### config.mk
export PLATFORM = sky130hd
export DESIGN_NAME = hazard_sb
export DESIGN_NICKNAME = d
export VERILOG_FILES = /design/src/rtl/hazard_sb.sv
export SDC_FILE = /design/constraint.sdc
export NUM_CORES = 1
export LEC_CHECK = 0
export ABC_AREA = 1
export ABC_CLOCK_PERIOD_IN_PS = 2500
export CAP_MARGIN = 20
export CORE_UTILIZATION = 47
export CTS_CLUSTER_DIAMETER = 50
export DETAILED_ROUTE_END_ITERATION = 16
export PLACE_DENSITY_LB_ADDON = 0.15
export SLEW_MARGIN = 15
export SYNTH_ARGS = -nofsm -noshare
export SYNTH_HDL_FRONTEND = slang
export SYNTH_SLANG_ARGS = --single-unit
### constraint.sdc
create_clock -name clk_i -period 2.5 [get_ports clk_i]
set_input_delay 0.5 -clock clk_i [delete_from_list [all_inputs] [get_ports clk_i]]
set_output_delay 0.5 -clock clk_i [all_outputs]
set_load 0.1 [all_outputs]
### src/rtl/hazard_sb.sv
// Hazard unit for the 5-stage MIPS pipeline: forwarding, load-use/branch stalls,
// a scoreboard for one non-pipelined multi-cycle unit, and a saturating stall counter.
module hazard_sb #(
  parameter int REG_AW = 5,
  parameter int MC_LAT = 4,
  parameter int CNT_W  = 16
) (
  input  logic              clk_i,
  input  logic              reset_i,
  input  logic              branchD_i,
  input  logic              mcD_i,
  input  logic [REG_AW-1:0] rsD_i,
  input  logic [REG_AW-1:0] rtD_i,
  input  logic [REG_AW-1:0] rsE_i,
  input  logic [REG_AW-1:0] rtE_i,
  input  logic [REG_AW-1:0] writeregE_i,
  input  logic [REG_AW-1:0] writeregM_i,
  input  logic [REG_AW-1:0] writeregW_i,
  input  logic              regwriteE_i,
  input  logic              regwriteM_i,
  input  logic              regwriteW_i,
  input  logic              memtoregE_i,
  input  logic              memtoregM_i,
  input  logic              mcstartE_i,
  output logic              stallF_o,
  output logic              stallD_o,
  output logic              flushE_o,
  output logic              forwardAD_o,
  output logic              forwardBD_o,
  output logic [1:0]        forwardAE_o,
  output logic [1:0]        forwardBE_o,
  output logic              mcbusy_o,
  output logic              mcdone_o,
  output logic [REG_AW-1:0] mcdest_o,
  output logic [CNT_W-1:0]  stallcnt_o
);

  localparam int CW = $clog2(MC_LAT);
  localparam logic [CW-1:0] CNT_LOAD = CW'(MC_LAT - 1);

  typedef enum logic {IDLE = 1'b0, BUSY = 1'b1} mcState_t;

  mcState_t          state_q, state_d;
  logic [CW-1:0]     cnt_q, cnt_d;
  logic [REG_AW-1:0] mcdest_q, mcdest_d;
  logic [CNT_W-1:0]  stallcnt_q, stallcnt_d;

  logic mcdone, mcActive, lwstall, brstall, mcstall, stall;

  // Register 0 is hard-wired, so it never creates a dependency.
  function automatic logic hit(input logic [REG_AW-1:0] a, input logic [REG_AW-1:0] b);
    return (a == b) && (a != '0);
  endfunction

  always_ff @(posedge clk_i) begin
    if (reset_i) begin
      state_q    <= IDLE;
      cnt_q      <= '0;
      mcdest_q   <= '0;
      stallcnt_q <= '0;
    end else begin
      state_q    <= state_d;
      cnt_q      <= cnt_d;
      mcdest_q   <= mcdest_d;
      stallcnt_q <= stallcnt_d;
    end
  end

  // A start while BUSY is ignored; the counter hits 0 in the write-back cycle.
  always_comb begin
    state_d  = state_q;
    cnt_d    = cnt_q;
    mcdest_d = mcdest_q;
    mcdone   = 1'b0;
    case (state_q)
      IDLE: begin
        if (mcstartE_i) begin
          state_d  = BUSY;
          cnt_d    = CNT_LOAD;
          mcdest_d = writeregE_i;
        end
      end
      BUSY: begin
        if (cnt_q == '0) begin
          mcdone  = 1'b1;
          state_d = IDLE;
        end else begin
          cnt_d = cnt_q - CW'(1);
        end
      end
      default: state_d = IDLE;
    endcase
  end

  always_comb begin
    forwardAE_o = 2'b00;
    if (regwriteM_i && hit(rsE_i, writeregM_i))      forwardAE_o = 2'b10;
    else if (regwriteW_i && hit(rsE_i, writeregW_i)) forwardAE_o = 2'b01;
    forwardBE_o = 2'b00;
    if (regwriteM_i && hit(rtE_i, writeregM_i))      forwardBE_o = 2'b10;
    else if (regwriteW_i && hit(rtE_i, writeregW_i)) forwardBE_o = 2'b01;
  end

  // The mcdone cycle no longer blocks: the register file writes before decode reads.
  assign mcActive = (state_q == BUSY) && !mcdone;

  assign lwstall = memtoregE_i && (hit(rsD_i, rtE_i) || hit(rtD_i, rtE_i));
  assign brstall = branchD_i &&
                   ((regwriteE_i && (hit(rsD_i, writeregE_i) || hit(rtD_i, writeregE_i))) ||
                    (memtoregM_i && (hit(rsD_i, writeregM_i) || hit(rtD_i, writeregM_i))));
  assign mcstall = (mcstartE_i && (hit(rsD_i, writeregE_i) || hit(rtD_i, writeregE_i))) ||
                   (mcActive && (hit(rsD_i, mcdest_q) || hit(rtD_i, mcdest_q))) ||
                   (mcD_i && (mcstartE_i || mcActive));
  assign stall   = lwstall || brstall || mcstall;

  always_comb begin
    stallcnt_d = stallcnt_q;
    if (stall && (stallcnt_q != '1)) stallcnt_d = stallcnt_q + CNT_W'(1);
  end

  assign stallF_o    = stall;
  assign stallD_o    = stall;
  assign flushE_o    = stall;
  assign forwardAD_o = regwriteM_i && hit(rsD_i, writeregM_i);
  assign forwardBD_o = regwriteM_i && hit(rtD_i, writeregM_i);
  assign mcbusy_o    = (state_q == BUSY);
  assign mcdone_o    = mcdone;
  assign mcdest_o    = mcdest_q;
  assign stallcnt_o  = stallcnt_q;

endmodule

=== Word-level counts from Yosys, hierarchy flattened ===
Cells that the tools add are included.

* Add/sub/neg operators: 2
* Multiply operators: 0
* Div/mod/pow operators: 0
* Magnitude comparators: 0
* Equal/unequal tests: 15
* Shift operators: 0
* Mux-type cells: 12
* Bitwise operators: 1
* Reduce and logical (&&, ||, !) cells: 45

{| class="wikitable"
|+ Operators with widths
! operator !! number
|-
| 5-bit equality test || 12
|-
| 1-bit logical AND || 27
|-
| 5-bit nonzero test || 4
|-
| 16-bit by 1-bit adder with 16-bit output, second input constant || 1
|-
| 16-bit inequality test, second input constant || 1
|-
| 1-bit logical OR || 10
|-
| 2-bit 2-to-1 mux || 4
|-
| 1-bit 2-to-1 mux || 6
|-
| 2-bit inequality test, second input constant || 2
|-
| 2-bit one-hot mux with 2 select lines || 1
|-
| 2-bit AND reduction || 2
|-
| 2-bit logical NOT || 1
|-
| 1-bit one-hot mux with 2 select lines || 1
|-
| 2-bit by 1-bit subtractor with 2-bit output, second input constant || 1
|-
| 1-bit logical NOT || 1
|-
| 1-bit inverter || 1
|}

* Flip-flop bits (word level): 24
* Bits in latches: 0
* Memory bits (writable): 0
* Bits in read-only memories: 0
* Input port bits: 45
* Output and inout bits: 32
* Word-level logic and storage cells: 79
* Memories kept: 0

=== Depth between registers and ports, before layout ===
Gate-level depths: netlist of run 1.

* Depth in word-level cells: 10
* Gate-level depth with buffers: 15
* Mapped depth without buffers: 14

=== Least setup slack after synthesis of run 1 ===
Ideal clock, no wire load.

* Path kind: input-to-output
* From: input port writeregM_i[2]
* To: output port forwardAE_o[0]
* Data arrival time: 5859 ps
* Path slack: -3859 ps
* Cell stages on the path: 5
* Buffers on the path: 1
* Cells stage by stage: clkbuf_2 > xnor2_1 > nand4_1 > nor4_1 > nor4_1

* Word-level cells in the longest chain between the ends: 4

{| class="wikitable"
|+ Ends and longest elaborated chain
! element !! line !! RTL
|-
| start: declaration || 17 || <nowiki>input logic [REG_AW-1:0] writeregM_i,</nowiki>
|-
| 5-bit equality test || 52 || <nowiki>return (a == b) && (a != '0);</nowiki>
|-
| 1-bit logical AND || 52 ||
|-
| 1-bit logical AND || 97 || <nowiki>if (regwriteM_i && hit(rsE_i, writeregM_i)) forwardAE_o = 2'b10;</nowiki>
|-
| 2-bit 2-to-1 mux || 97 ||
|-
| end: declaration || 30 || <nowiki>output logic [1:0] forwardAE_o,</nowiki>
|}

Every way passes these cells.

=== Final worst setup path of run 1 ===
* From: input port rsE_i[4]
* To: output port forwardAE_o[1]

* Word-level cells in the longest chain between the ends: 4
* Elaborated cells on any way between the ends: 5

{| class="wikitable"
|+ Ends and longest elaborated chain
! element !! line !! RTL
|-
| start: declaration || 14 || <nowiki>input logic [REG_AW-1:0] rsE_i,</nowiki>
|-
| 5-bit equality test / 5-bit nonzero test (equally long branches) || 52 ||
|-
| 1-bit logical AND * || 52 ||
|-
| 1-bit logical AND * || 97 ||
|-
| 2-bit 2-to-1 mux * || 97 ||
|}

Every way passes the cells marked *; elsewhere a longest branch is shown, timed or not.

==> results of run 1 <==
worst reg2reg max path, delay by kind of cell (launching register included):
kind                   cells  cell delay [ns]
AND/OR/NAND/NOR           12             0.97
flip-flops                 1             0.38
AO/OA/AOI/OAI              1             0.20
buffers and inverters      3             0.35
layout by cell type (no fill, tap or decap), types with 2 or more instances in the layout:
cell type	n
ha_1	2
dfxtp_1	16
nand3_2	4
nand3_1	19
nand2_1	87
clkbuf_2	3
nor2_1	48
inv_1	40
nor3_1	3
xor2_1	24
dlymetal6s2s_1	3
o21ai_0	9
xnor2_1	21
clkdlybuf4s50_1	15
a21oi_1	19
nor2_4	4
o21ai_1	2
dlygate4sd2_1	21
dfxtp_4	2
buf_12	9
dfxtp_2	6
clkdlybuf4s15_1	2
nor2_2	7
nand4_1	5
clkbuf_8	3
buf_6	2
inv_2	8
o221ai_2	2
nor4_4	3
nand2_2	5
buf_4	55
xnor2_2	3
nor3_2	3
per-layer routing:
metal  GRT usage  vias up
met5           0        -
met2       0.443       67
li1            -     1352
met1       0.316     1166
met3      0.0276        4
met4      0.0305        0
area by class of cell:
cell class                 count  share of cell area
sequential                    24               0.140
tap                           67              0.0237
clock buffer                   3              0.0117
multi-input combinational    282               0.475
clock inverter                 1             0.00850
inverter                      48              0.0510
timing repair buffer         110               0.290
where the power goes:
| group | total [mW] | switching, mW | internal, mW |
|---|---|---|---|
| clock network | 0.344 | 0.130 | 0.214 |
| logic | 0.824 | 0.545 | 0.279 |
| registers | 0.456 | 0.0382 | 0.418 |
| total | 1.62 | 0.714 | 0.911 |
how the worst max path moves through the flow:
stage / startpoint / end / cells past startpoint
finish: rsE_i[4] / forwardAE_o[1] / 6
floorplan: rtE_i[4] / forwardBE_o[0] / 5
detailed placement: rsD_i[0] / stallF_o / 12
global placement: rsD_i[0] / stallF_o / 12
CTS: writeregE_i[0] / stallF_o / 10
global route: rtD_i[2] / stallF_o / 12
timing repair:
item | in CTS | in global routing
cloned | 0 | 0
endpoints found under the setup margin | 9 | 4
setup buffers | 1 | 1
gates resized for setup | 36 | 15
pin swaps | 11 | 7
state kept, by name, indices dropped and copies added (netlist names):
name,cells
mcdest_o,5
mcbusy_o,1
cnt_q,2
stallcnt_o,16
cell families after synthesis:
logic type | Yosys count | synth area share
DFF | 24 | 0.204
buffers and inverters | 67 | 0.135
AOI/OAI and AO/OA | 37 | 0.0867
adders and majority gates | 2 | 0.0106
xor gates and xnor gates | 48 | 0.179
and+or+nand+nor | 195 | 0.385
per-stage QoR:
stage	util	setup slack, ns	setup TNS, ns
6_report	0.743	0.0888	0
4_1_cts	0.738	0.000780	0
3_3_place_gp	0.722	-0.166	-1.49
2_1_floorplan	-	-0.438	-0.946
5_1_grt	0.743	0.000522	0
3_5_place_dp	0.722	-0.200	-2.15
==> flow_metrics.env, run 1 <==
export IMPL_ctsHoldBuffers=0
export IMPL_synth_seq_area_share=0.204
export IMPL_htreeDepth=1
export IMPL_ys_flop_type="dfxtp_1"
export IMPL_run_status="finished, final reports clean"
export IMPL_cts_root_to_sink_buffers=2
export IMPL_clock_root_buffer="clkbuf_8"
export IMPL_reg2reg_slack_ns=0.57
export IMPL_whs_path_depth=2
export IMPL_hold_worst_slack_ns=0.480
export IMPL_synth_common_cells="nand2_1 (87), nor2_1 (53), inv_1 (42)"
export IMPL_top_layer_used="met4"
export IMPL_dp_hpwl_mm=5.03
export IMPL_routed_via_density=4.84
export IMPL_synthesis_area_um2=2350
export IMPL_routed_wl_mm=6.17
export IMPL_setup_viol=0
export IMPL_clkSinkCount=24
export IMPL_skew_ns=0.0103
export IMPL_dpl_cell_area_um2=3430
export IMPL_synth_nets=420
export IMPL_nFillCells=397
export IMPL_ir_drop_mv=0.334
export IMPL_synth_edf_count=0
export IMPL_place_gp_congestion=0.830
export IMPL_synth_top_cell_area_share=0.204
export IMPL_wl_per_cell_um=11.5
export IMPL_layout_nets=516
export IMPL_grt_util_all_layers=0.244
export IMPL_syn_to_final_growth_pct=50.1
export IMPL_synth_most_common_cell="nand2_1"
export IMPL_crit_arrival_ns=1.91
export IMPL_critPathSlowestCell="clkdlybuf4s50_1"
export IMPL_met1_length_mm=2.69
export IMPL_antennaDiodeCount=0
export IMPL_worst_path_buf_inv=3
export IMPL_yosys_area_top_type="dfxtp_1"
export IMPL_leakage_nw=1.73
export IMPL_slew_headroom=0.714
export IMPL_r2r_start="mcdest_o[0]$_SDFFE_PP0P_"
export IMPL_r2r_cells=16
export IMPL_hp_class="reg2reg"
export IMPL_rsz0062_at_grt="false"
export IMPL_start_kind="input pin"
export IMPL_drv_cap=0
export IMPL_crit_required_ns=2.00
export IMPL_syn_area_per_cell_um2=6.31
export IMPL_core_um2=4750
export IMPL_final_period_utilization=0.964
export IMPL_crit_family="buffers and inverters"
export IMPL_rows=25
export IMPL_synth_area_top_cells="dfxtp_1 (20%), nand2_1 (14%), xnor2_1 (8.9%)"
export IMPL_critPathKind="in2out"
export IMPL_drcViolationCount=0
export IMPL_start_util=0.495
export IMPL_end_kind="output pin"
export IMPL_ys_async_sr_fraction=0
export IMPL_drt_initial_drc_count=94
export IMPL_grt_pass1_wl_mm=10.4
export IMPL_vias=2589
export IMPL_dieWidth_um=72.7
export IMPL_path_clk_slew_ns=0.10
export IMPL_wl_met2_mm=3.12
export IMPL_worstPathCellList="clkdlybuf4s50_1 -> xnor2_1 -> nand4_1 -> nor4_4 -> buf_4 -> buf_12"
export IMPL_hold_violations=0
export IMPL_hold_start="cnt_q[1]$_SDFFE_PP0P_"
export IMPL_seqCellArea_um2=495
export IMPL_period_needed_ns=2.41
export IMPL_grt_overflow_total=0
export IMPL_wl_met3_um=323
export IMPL_worst_slew_pin_slew_ns=0.426
export IMPL_finalPower_mw=1.62
export IMPL_synthDistinctLibCells=36
export IMPL_grt_max_degree=23
export IMPL_fmax_mhz=415
export IMPL_critPathMaxStageDelay_ns=0.54
export IMPL_multi_input_area_um2=1680
export IMPL_slew_violations=0
export IMPL_grt_pass1_vias=2367
export IMPL_reg2reg_to="stallcnt_o[8]$_SDFFE_PP0P_"
export IMPL_p_per_area_nw_per_um2=460
export IMPL_numCtsBuffers=3
export IMPL_io_pins=77
export IMPL_tritoncts="done"
export IMPL_yosys_register_bits=24
export IMPL_dp_cells=529
export IMPL_ant_nets=0
export IMPL_die_area_um2=5290
export IMPL_dieHeight_um=72.7
export IMPL_final_cells=535
export IMPL_yosysWarnings=0
export IMPL_drive_above_1_share=0.271
export IMPL_antenna_found_initial=0
export IMPL_path_max_fanout=3
export IMPL_holdPathEnd="cnt_q[1]$_SDFFE_PP0P_"
export IMPL_io_buffers=76
export IMPL_worstSkewPairLatency_ns=0.27
export IMPL_syn_inst=373
export IMPL_fin_area_um2=3530
export IMPL_first_pass_iters=6
Power figures use the tool's default switching activity.
==> run 2, diff against run 1 <==
Settings changed: PLACE_DENSITY set to 0.78, PLACE_DENSITY_LB_ADDON 0.15 to unset.
==> flow_metrics.env, run 2 (synthesis results as in run 1) <==
export IMPL_run_status="finished, final reports clean"
export IMPL_fmax_mhz=415
export IMPL_critPathSlowestCell="clkdlybuf4s50_1"
export IMPL_routed_via_density=4.90
export IMPL_tns_ns=0
export IMPL_grt_overflow_total=0
export IMPL_p_per_area_nw_per_um2=456
export IMPL_final_cells=533
export IMPL_final_period_utilization=0.963
export IMPL_hold_violations=0
export IMPL_grt_max_degree=20
export IMPL_layout_nets=514
export IMPL_place_ws_ns=-0.204
export IMPL_routed_wl_mm=6.17
export IMPL_worst_path_buf_inv=4
export IMPL_period_needed_ns=2.41
export IMPL_crit_arrival_ns=1.91
export IMPL_ant_nets=0
export IMPL_slew_headroom=0.614
export IMPL_grt_pass1_wl_mm=10.5
export IMPL_drive_above_1_share=0.279
export IMPL_worstPathCellList="clkdlybuf4s50_1 -> inv_1 -> a21oi_1 -> o221ai_2 -> nor4_4 -> buf_4 -> buf_12"
export IMPL_io_buffers=76
export IMPL_clkSinkCount=24
export IMPL_antenna_found_initial=0
export IMPL_antennaDiodeCount=0
export IMPL_first_pass_iters=4
export IMPL_critPathKind="in2out"
export IMPL_clock_root_buffer="clkbuf_8"
export IMPL_ir_drop_mv=0.331
export IMPL_intPower_uw=866
export IMPL_drcViolationCount=0
export IMPL_syn_to_final_growth_pct=48.2
export IMPL_worstSkewPairLatency_ns=0.28
export IMPL_io_pins=77
export IMPL_drv_cap=0
export IMPL_dieWidth_um=72.7
export IMPL_crit_required_ns=2.00
export IMPL_wl_per_cell_um=11.6
export IMPL_cts_root_to_sink_buffers=2
export IMPL_place_gp_congestion=0.829
export IMPL_skew_ns=0.00850
export IMPL_p_comb_frac=0.516
export IMPL_core_um2=4750
export IMPL_nFillCells=388
export IMPL_critPathMaxStageDelay_ns=0.49
export IMPL_dieHeight_um=72.7
export IMPL_leakage_nw=1.72
export IMPL_setup_viol=0
export IMPL_numCtsBuffers=3
export IMPL_pwr_share_seq=0.287
export IMPL_vias=2611
export IMPL_largest_reg_flops=16
export IMPL_path_max_fanout=2
export IMPL_hp_class="reg2reg"
export IMPL_start_util=0.495
export IMPL_end_kind="output pin"
export IMPL_tritoncts="done"
export IMPL_start_kind="input pin"
export IMPL_dp_cells=527
export IMPL_drt_initial_drc_count=89
export IMPL_die_area_um2=5290
export IMPL_crit_family="buffers and inverters"
export IMPL_p_switching_uw=725
export IMPL_rows=25
export IMPL_grt_util_all_layers=0.253
export IMPL_htreeDepth=1
export IMPL_dp_hpwl_mm=5.09
export IMPL_slew_violations=0
export IMPL_ctsHoldBuffers=0
export IMPL_path_clk_slew_ns=0.10
export IMPL_p_sw_frac=0.456
export IMPL_grt_pass1_vias=2490
export IMPL_final_common_cell="nand2_1"
export IMPL_worst_slack_ns=0.0932
export IMPL_worst_slew_pin_slew_ns=0.579
export IMPL_p_clk_frac=0.198
export IMPL_layout_common_cells="nand2_1 (87), buf_4 (54), nor2_1 (47)"
run 2: timing repair:
item | in CTS | in global routing
setup endpoints to repair | 9 | 6
cloned | 0 | 0
buffers inserted | 1 | 2
resized for setup | 35 | 23
pin swaps | 7 | 8
run 2: cell type report:
cell class	count	area (µm²)	share of cell area
Multi-Input combinational cell	282	1680	0.482
Clock buffer	4	66.3	0.0190
Tap cell	67	83.8	0.0240
Timing Repair Buffer	108	981	0.281
Inverter	48	180	0.0517
Sequential cell	24	495	0.142
run 2: metal layers:
| layer | GRT usage | wire, µm | vias to the layer above |
|---|---|---|---|
| li1 | - | - | 1355 |
| met5 | 0 | 0 | - |
| met1 | 0.293 | 2530 | 1161 |
| met2 | 0.463 | 3200 | 80 |
| met4 | 0.120 | 166 | 0 |
| met3 | 0.0262 | 268 | 15 |
run 2: through the flow:
stage / area [µm²] / hold slack (ns) / power, mW / utilization
floorplan: 2480 / 0.433 / 1.05 / -
global placement: 3420 / 0.452 / 1.28 / 0.719
detailed placement: 3420 / 0.453 / 1.29 / 0.719
CTS: 3490 / 0.468 / 1.59 / 0.733
global route: 3490 / 0.497 / 1.67 / 0.733
finish: 3490 / 0.468 / 1.59 / 0.733
run 2: power groups by stage:
stage / Clock [mW] / Combinational (mW) / Sequential (mW)
after floorplan: 0 / 0.384 / 0.669
after detailed placement: 0 / 0.823 / 0.465
after global placement: 0 / 0.813 / 0.464
after global routing: 0.324 / 0.879 / 0.463
final: 0.315 / 0.820 / 0.456
after CTS: 0.318 / 0.819 / 0.456
run 2: path summary, 6_finish.rpt:
path / slack (ns) / cells past startpoint / to / start
max reg2reg: 0.62 / 10 / stallcnt_o[6]$_SDFFE_PP0P_ / stallcnt_o[0]$_SDFFE_PP0P_
min: 0.47 / 2 / cnt_q[1]$_SDFFE_PP0P_ / cnt_q[1]$_SDFFE_PP0P_
max: 0.09 / 7 / forwardBE_o[1] / regwriteM_i
min reg2reg: 0.47 / 2 / cnt_q[1]$_SDFFE_PP0P_ / cnt_q[1]$_SDFFE_PP0P_
run 2: worst register-to-register path: cells and delay by family, from the launching register on:
kind                       cells  cell delay (ns)
and+or+nand+nor                7             0.90
buffers and inverters          1             0.12
DFF                            1             0.37
adders and majority gates      1             0.24
AOI/OAI and AO/OA              1             0.15
==> run 3, diff against run 2 <==
Settings changed: CORE_MARGIN set to 2.
==> flow_metrics.env, run 3 (synthesis results as in run 1) <==
export IMPL_run_status="finished, final reports clean"
export IMPL_hp_class="reg2reg"
export IMPL_layout_nets=512
export IMPL_start_kind="input pin"
export IMPL_path_max_fanout=2
export IMPL_dieHeight_um=74.7
export IMPL_clkSinkCount=24
export IMPL_cts_root_to_sink_buffers=2
export IMPL_worstPathCellList="clkdlybuf4s50_1 -> inv_1 -> a21oi_1 -> o221ai_2 -> nor4_4 -> buf_4 -> buf_12"
export IMPL_wl_per_cell_um=12.3
export IMPL_worst_slew_pin_slew_ns=0.375
export IMPL_numCtsBuffers=3
export IMPL_seqCellArea_um2=495
export IMPL_wl_met2_mm=3.37
export IMPL_slew_headroom=0.748
export IMPL_worst_slack_ns=0.0785
export IMPL_ir_drop_mv=0.280
export IMPL_antenna_found_initial=0
export IMPL_crit_family="buffers and inverters"
export IMPL_leakage_nw=1.72
export IMPL_antennaDiodeCount=0
export IMPL_grt_max_degree=23
export IMPL_largest_reg_flops=16
export IMPL_setup_viol=0
export IMPL_final_common_cell="nand2_1"
export IMPL_rows=25
export IMPL_fin_util=0.734
export IMPL_hold_violations=0
export IMPL_skew_ns=0.00756
export IMPL_first_pass_iters=4
export IMPL_nFillCells=390
export IMPL_htreeDepth=1
export IMPL_core_um2=4790
export IMPL_grt_pass1_vias=2384
export IMPL_worstSkewPairLatency_ns=0.27
export IMPL_dieWidth_um=74.7
export IMPL_tritoncts="done"
export IMPL_cts_setup_buffers=0
export IMPL_fmax_mhz=413
export IMPL_dp_hpwl_mm=5.14
export IMPL_critPathSlowestCell="clkdlybuf4s50_1"
export IMPL_grt_util_all_layers=0.239
export IMPL_ant_nets=0
export IMPL_p_per_area_nw_per_um2=463
export IMPL_path_clk_slew_ns=0.09
export IMPL_top_layer_used="met4"
export IMPL_grt_overflow_total=0
export IMPL_place_gp_congestion=0.887
export IMPL_slew_violations=0
export IMPL_period_needed_ns=2.42
export IMPL_drv_cap=0
export IMPL_drive_above_1_share=0.278
export IMPL_wl_met3_um=251
export IMPL_met1_length_mm=2.80
export IMPL_routed_via_density=4.86
export IMPL_multi_input_area_um2=1690
export IMPL_crit_arrival_ns=1.92
export IMPL_place_ws_ns=-0.201
export IMPL_die_area_um2=5590
export IMPL_vias=2582
export IMPL_start_util=0.492
export IMPL_layout_common_cells="nand2_1 (86), nor2_1 (48), buf_4 (46)"
export IMPL_critPathKind="in2out"
export IMPL_drt_initial_drc_count=100
export IMPL_grt_pass1_wl_mm=10.4
export IMPL_io_buffers=76
export IMPL_io_pins=77
export IMPL_clock_root_buffer="clkbuf_8"
export IMPL_drcViolationCount=0
export IMPL_end_kind="output pin"
export IMPL_worst_path_buf_inv=4
export IMPL_routed_wl_mm=6.51
export IMPL_final_period_utilization=0.969
export IMPL_critPathMaxStageDelay_ns=0.50
export IMPL_finalPower_mw=1.63
export IMPL_syn_to_final_growth_pct=49.4
export IMPL_reg2reg_slack_ns=0.63
export IMPL_crit_required_ns=2.00
## run 3: metrics by stage
| stage | hold slack (ns) | cell area [µm²] | cells | setup TNS [ns] |
|---|---|---|---|---|
| final | 0.486 | 3510 | 531 | 0 |
| after CTS | 0.483 | 3500 | 531 | 0 |
| after floorplan | 0.433 | 2480 | 373 | -0.946 |
| after detailed placement | 0.472 | 3420 | 527 | -2.06 |
| after global placement | 0.448 | 3420 | 527 | -1.54 |
| after global routing | 0.497 | 3510 | 531 | -0.0853 |
## run 3: where the power goes
part           total, mW  internal (mW)  switching, mW  leakage (nW)
logic              0.826          0.275          0.551          1.49
registers          0.457          0.418         0.0393         0.200
clock network      0.343          0.214          0.129        0.0357
## run 3: timing repair
item,4_1_cts,5_1_grt
hold endpoints to repair,0,0
pin swaps,11,18
gates resized for setup,39,27
gates cloned,0,0
endpoints found under the setup margin,9,6
hold buffers,0,0
## run 3: final timing paths
path | start | to | cells after the start
max | regwriteM_i | forwardBE_o[1] | 7
min | cnt_q[1]$_SDFFE_PP0P_ | cnt_q[1]$_SDFFE_PP0P_ | 2
max reg2reg | stallcnt_o[0]$_SDFFE_PP0P_ | stallcnt_o[8]$_SDFFE_PP0P_ | 10
min reg2reg | cnt_q[1]$_SDFFE_PP0P_ | cnt_q[1]$_SDFFE_PP0P_ | 2
## run 3: area by class of cell
type,count,area share
clock buffers,3,0.0118
clock inverters,1,0.00855
inverters,48,0.0513
multi-input cells,282,0.480
flip-flops and latches,24,0.141
well taps,67,0.0239
repair buffers,106,0.283
## run 3: routing by layer
metal  GRT usage  vias to the layer above
met5           0                        -
met4      0.0734                        0
met3      0.0281                       12
met2       0.443                       70
met1       0.286                     1160
li1            -                     1340
## run 3: worst min-delay path: cells and delay by family (launching register included)
kind	cells	cell delay, ns
flops	1	0.33
simple gates	1	0.06
compound gates	1	0.05
